### src/rtl/guess_entry.sv
`default_nettype none
// ============================================================================
//  Module      : guess_entry
//  Description : Player-input front end for one Mastermind guess. Conditions
//                two push-buttons (synchronize + rising-edge detect), lets the
//                player step a digit 0..2^DIGIT_W-1 and advance across slots,
//                then offers the packed guess with a valid/ready handshake.
//  Revision    : 1.0 - initial release
// ============================================================================
module guess_entry #(
  parameter  int NUM_SLOTS = 4,
  parameter  int DIGIT_W   = 3,
  localparam int SLOT_W    = (NUM_SLOTS > 1) ? $clog2(NUM_SLOTS) : 1
) (
  input  logic                         clk,
  input  logic                         Reset,
  input  logic                         inc_key,
  input  logic                         next_key,
  input  logic                         guess_ready,
  output logic [DIGIT_W-1:0]           cur_digit,
  output logic [SLOT_W-1:0]            slot_idx,
  output logic [NUM_SLOTS*DIGIT_W-1:0] guess,
  output logic                         guess_valid
);

  localparam logic [SLOT_W-1:0] C_LAST_SLOT = SLOT_W'(NUM_SLOTS - 1);

  typedef enum logic [0:0] {
    S_ENTRY    = 1'b0,
    S_WAIT_ACK = 1'b1
  } state_t;

  // Bit 0 = inc key, bit 1 = next key.
  logic [1:0] r_s1;
  logic [1:0] r_s2;
  logic [1:0] r_prev;
  logic [1:0] w_pulse;
  logic       w_inc_pulse;
  logic       w_next_pulse;

  state_t                         r_state;
  logic [DIGIT_W-1:0]             r_digit;
  logic [SLOT_W-1:0]              r_slot;
  logic [NUM_SLOTS*DIGIT_W-1:0]   r_guess;
  logic                           r_valid;

  // Two-flop synchronizer followed by a history flop for edge detection.
  always_ff @(posedge clk) begin
    if (Reset) begin
      r_s1   <= '0;
      r_s2   <= '0;
      r_prev <= '0;
    end else begin
      r_s1   <= {next_key, inc_key};
      r_s2   <= r_s1;
      r_prev <= r_s2;
    end
  end

  // One-cycle press pulse per synchronized rising edge; holding gives no repeat.
  assign w_pulse      = r_s2 & ~r_prev;
  assign w_inc_pulse  = w_pulse[0];
  assign w_next_pulse = w_pulse[1];

  // Entry / handshake state machine; all outputs come straight from these flops.
  always_ff @(posedge clk) begin
    if (Reset) begin
      r_state <= S_ENTRY;
      r_digit <= '0;
      r_slot  <= '0;
      r_guess <= '0;
      r_valid <= 1'b0;
    end else begin
      case (r_state)
        S_ENTRY: begin
          // A next press wins over a coincident inc press.
          if (w_next_pulse) begin
            r_guess[r_slot*DIGIT_W +: DIGIT_W] <= r_digit;
            if (r_slot == C_LAST_SLOT) begin
              r_state <= S_WAIT_ACK;
              r_valid <= 1'b1;
            end else begin
              r_slot  <= r_slot + SLOT_W'(1);
              r_digit <= '0;
            end
          end else if (w_inc_pulse) begin
            r_digit <= r_digit + DIGIT_W'(1);
          end
        end
        S_WAIT_ACK: begin
          // Everything frozen until the controller takes the guess.
          if (r_valid && guess_ready) begin
            r_state <= S_ENTRY;
            r_digit <= '0;
            r_slot  <= '0;
            r_guess <= '0;
            r_valid <= 1'b0;
          end
        end
        default: begin
          r_state <= S_ENTRY;
        end
      endcase
    end
  end

  assign cur_digit   = r_digit;
  assign slot_idx    = r_slot;
  assign guess       = r_guess;
  assign guess_valid = r_valid;

endmodule
`default_nettype wire

### config.mk
export PLATFORM = sky130hd
export DESIGN_NAME = guess_entry
export DESIGN_NICKNAME = d
export VERILOG_FILES = /design/src/rtl/guess_entry.sv
export SDC_FILE = /design/constraint.sdc
export NUM_CORES = 1
export LEC_CHECK = 0
export ABC_CLOCK_PERIOD_IN_PS = 2000
export BUFFER_PORTS_ARGS = -buffer_cell sky130_fd_sc_hd__buf_4
export CORE_ASPECT_RATIO = 1.2
export CORE_MARGIN = 2
export CORE_UTILIZATION = 50
export DETAILED_ROUTE_END_ITERATION = 8
export GPL_ROUTABILITY_DRIVEN = 1
export GPL_TIMING_DRIVEN = 0
export PLACE_DENSITY = 0.81
export SYNTH_ARGS = -nofsm -noshare
export SYNTH_HDL_FRONTEND = slang
export SYNTH_SLANG_ARGS = --single-unit
### constraint.sdc
create_clock -name clk -period 2 [get_ports clk]
set_clock_uncertainty 0.1 [all_clocks]
set_input_delay 0.3 -clock clk [delete_from_list [all_inputs] [get_ports clk]]
set_output_delay 0.3 -clock clk [all_outputs]
set_load 0.03 [all_outputs]
==> results.cfg <==
[global_routing]
use_met2 = 0.341
top_usage_layer = met2
grt_first_pass_wirelength_um = 4430
grt_use_met3 = 0.0361
track_usage = 0.199
grt_overflow = 0
gr-usage-met1 = 0.241
grt_max_degree = 14
antenna_found_initial = 0
grt_pass1_vias = 1000

[yosys]
synthArstFlopShare = 0
synthCells = 128
yosysTopAreaCell = dfxtp_1
avgSynthCellArea_um2 = 9.42
yosys.cell_count.top_type = dfxtp_1
synth_edf_count = 0
synth_flop_cell = dfxtp_1
ys_top_cells_by_area = dfxtp_1, ha_1, nor2b_1
synth-seq-cells = 25
syn_nets = 139
yosys.area.top_type_share = 0.415
seq_area_frac_synth = 0.415
syn_area_um2 = 1210
synth_cell_types = 33
synthTopCellsByCount = dfxtp_1, nand3_1, a21oi_1, nor2b_1, inv_1
ys.warnings.count = 0

[drt]
first_pass_iters = 4
wl_um = 2530
drtIter0Drc = 35
antenna_left = 0
drc = 0
wl_per_cell_um = 13.8
vias = 1057
routed_via_density = 5.74

[clock_network]
clk_latency_ps = 320
cts_max_level = 1
root_buffer = clkbuf_4
cts_made_buffers = 3
path_clk_slew_ps = 140
numClockSinks = 25
post-cts-setup-buffers = 0
cts.path.max_buffers = 2
cts_tree = built

[power]
p_clk_frac = 0.282
p_leak_nw = 0.533
internal_power_w = 0.000612
power.share.switching = 0.242
power_density_nw_per_um2 = 556
ir_worst_vdd_v = 0.000508
p_sw_w = 0.000195
p_total_w = 0.000806
seq_power_share = 0.640
p_comb_frac = 0.078

[min_path]
worst_hold_path_type = primary input to flop

[cells_and_area]
fin_nets = 165
area_delta_synth_final_pct = 20.3
layout-drive-gt1-share = 0.203
final_cells = 184
n_antenna_cell = 0

[worst_setup_path]
startpoint_type = flop
setup.worst_path.class = flop to flop
path_cells = ha_1 > or4b_4 > or4b_1 > o31ai_1
cp.required_ps = 2150
slowest_stage = or4b_4
cp.arrival_ps = 2090
endpoint_kind = flop
cp_slowest_stage_delay_ps = 540
critPathMaxFanout = 9

[sta]
finalSetupViolations = 0
period_needed_ps = 1940
tightest_slew_ps = 515
max_freq_mhz = 515
final_hold_viol_count = 0
rsz0062_at_grt = no
drv_slew = 0
finalCritPeriodShare = 0.971
max-slew-margin-rel = 0.657

[floorplan]
die_y_um = 57.8
die_w_um = 48.8
die_area_um2 = 2820
std_cell_rows = 19
initial_core_util = 0.529
pin_count = 23
coreArea_um2 = 2280

[run_status]
outcome = completed

[run]
cap_viol_max_count = 0

[placed_design]
routabilityCongestion = 0.888
port-buffer-count = 21
dpl.hpwl_um = 1850
dp.cells = 180
## area by class of cell
cell class	count	area, µm²
Timing Repair Buffer	21	158
Buffer	8	37.5
Clock buffer	4	26.3
Tap cell	31	38.8
Inverter	9	33.8
Multi-Input combinational cell	86	656
Fill cell	199	831
Sequential cell	25	502
## through the flow
stage | setup TNS, ps | hold slack, ps | utilization | area, µm² | setup slack, ps
floorplan | 0 | 314 | - | 1210 | 44.3
global placement | 0 | 324 | 0.615 | 1400 | 28.1
detailed placement | 0 | 336 | 0.615 | 1400 | 26.3
CTS | -51.9 | 90.0 | 0.626 | 1430 | -22.6
global route | 0 | 82.4 | 0.636 | 1450 | 14.2
finish | 0 | 79.0 | 0.636 | 1450 | 57.0
## power groups by stage
stage | sequential (W) | combinational, W | clock (W)
floorplan | 0.000529 | 0.0000361 | 0
global placement | 0.000526 | 0.0000573 | 0
detailed placement | 0.000527 | 0.0000592 | 0
CTS | 0.000516 | 0.0000596 | 0.000230
global route | 0.000518 | 0.0000699 | 0.000256
finish | 0.000516 | 0.0000628 | 0.000227
## kinds of logic (layout without fill, tap and decap cells)
kind of cell / count (synthesis) / in the layout / share of synthesized area
adders and majority gates: 6 / 6 / 0.0622
DFF: 25 / 25 / 0.415
and+or+nand+nor: 46 / 46 / 0.265
buffers and inverters: 17 / 42 / 0.0591
AOI/OAI and AO/OA: 34 / 34 / 0.199
## placed cells by master (no fill, tap or decap), drive strengths merged
master,count
a211oi,1
a21boi,1
a21oi,10
a311oi,2
a41oi,1
and3,1
and4b,1
and4bb,2
buf,23
clkbuf,10
dfxtp,25
ha,6
inv,9
nand2,3
nand2b,2
nand3,11
nand3b,1
nand4bb,3
nor2,3
nor2b,10
nor3b,1
nor4b,1
nor4bb,3
o2111ai,4
o211ai,8
o22ai,2
o31ai,2
o41ai,3
or3,1
or4,1
or4b,2
## sequential cells by signal (all words and copies together), names as in the netlist
name	count
guess_valid	1
guess	12
cur_digit	3
r_state	1
slot_idx	2
r_s1	2
r_s2	2
r_prev	2
## metal layers
metal  routed length (µm)  part of all wire  up-vias
met2                 1240              0.49       19
met3                   65             0.026        5
met4                   42             0.017        0
met1                 1190              0.47      502
met5                    0                 0        -
li1                     -                 -      531
## final timing paths
check                                 start          end  slack, ps  depth (start not counted)
worst max-delay path            slot_idx[0]  slot_idx[1]         60                          4
worst min-delay path               next_key      r_s1[1]         80                          2
worst max register to register  slot_idx[0]  slot_idx[1]         60                          4
worst min register to register      r_s1[0]      r_s2[0]        360                          1
## critical path: cells and delay by family, from the launching register on
family	cells	cell delay, ps
simple gates	2	1050
flops	1	390
compound gates	1	90
fa+ha+maj	1	260
## repair_timing
item,CTS,global route
pin swaps,0,0
resized for setup,0,4
hold buffers,0,0
endpoints found under the hold margin,0,0
endpoints found under the setup margin,3,7
No activity file was read; power rests on OpenSTA's default activity.
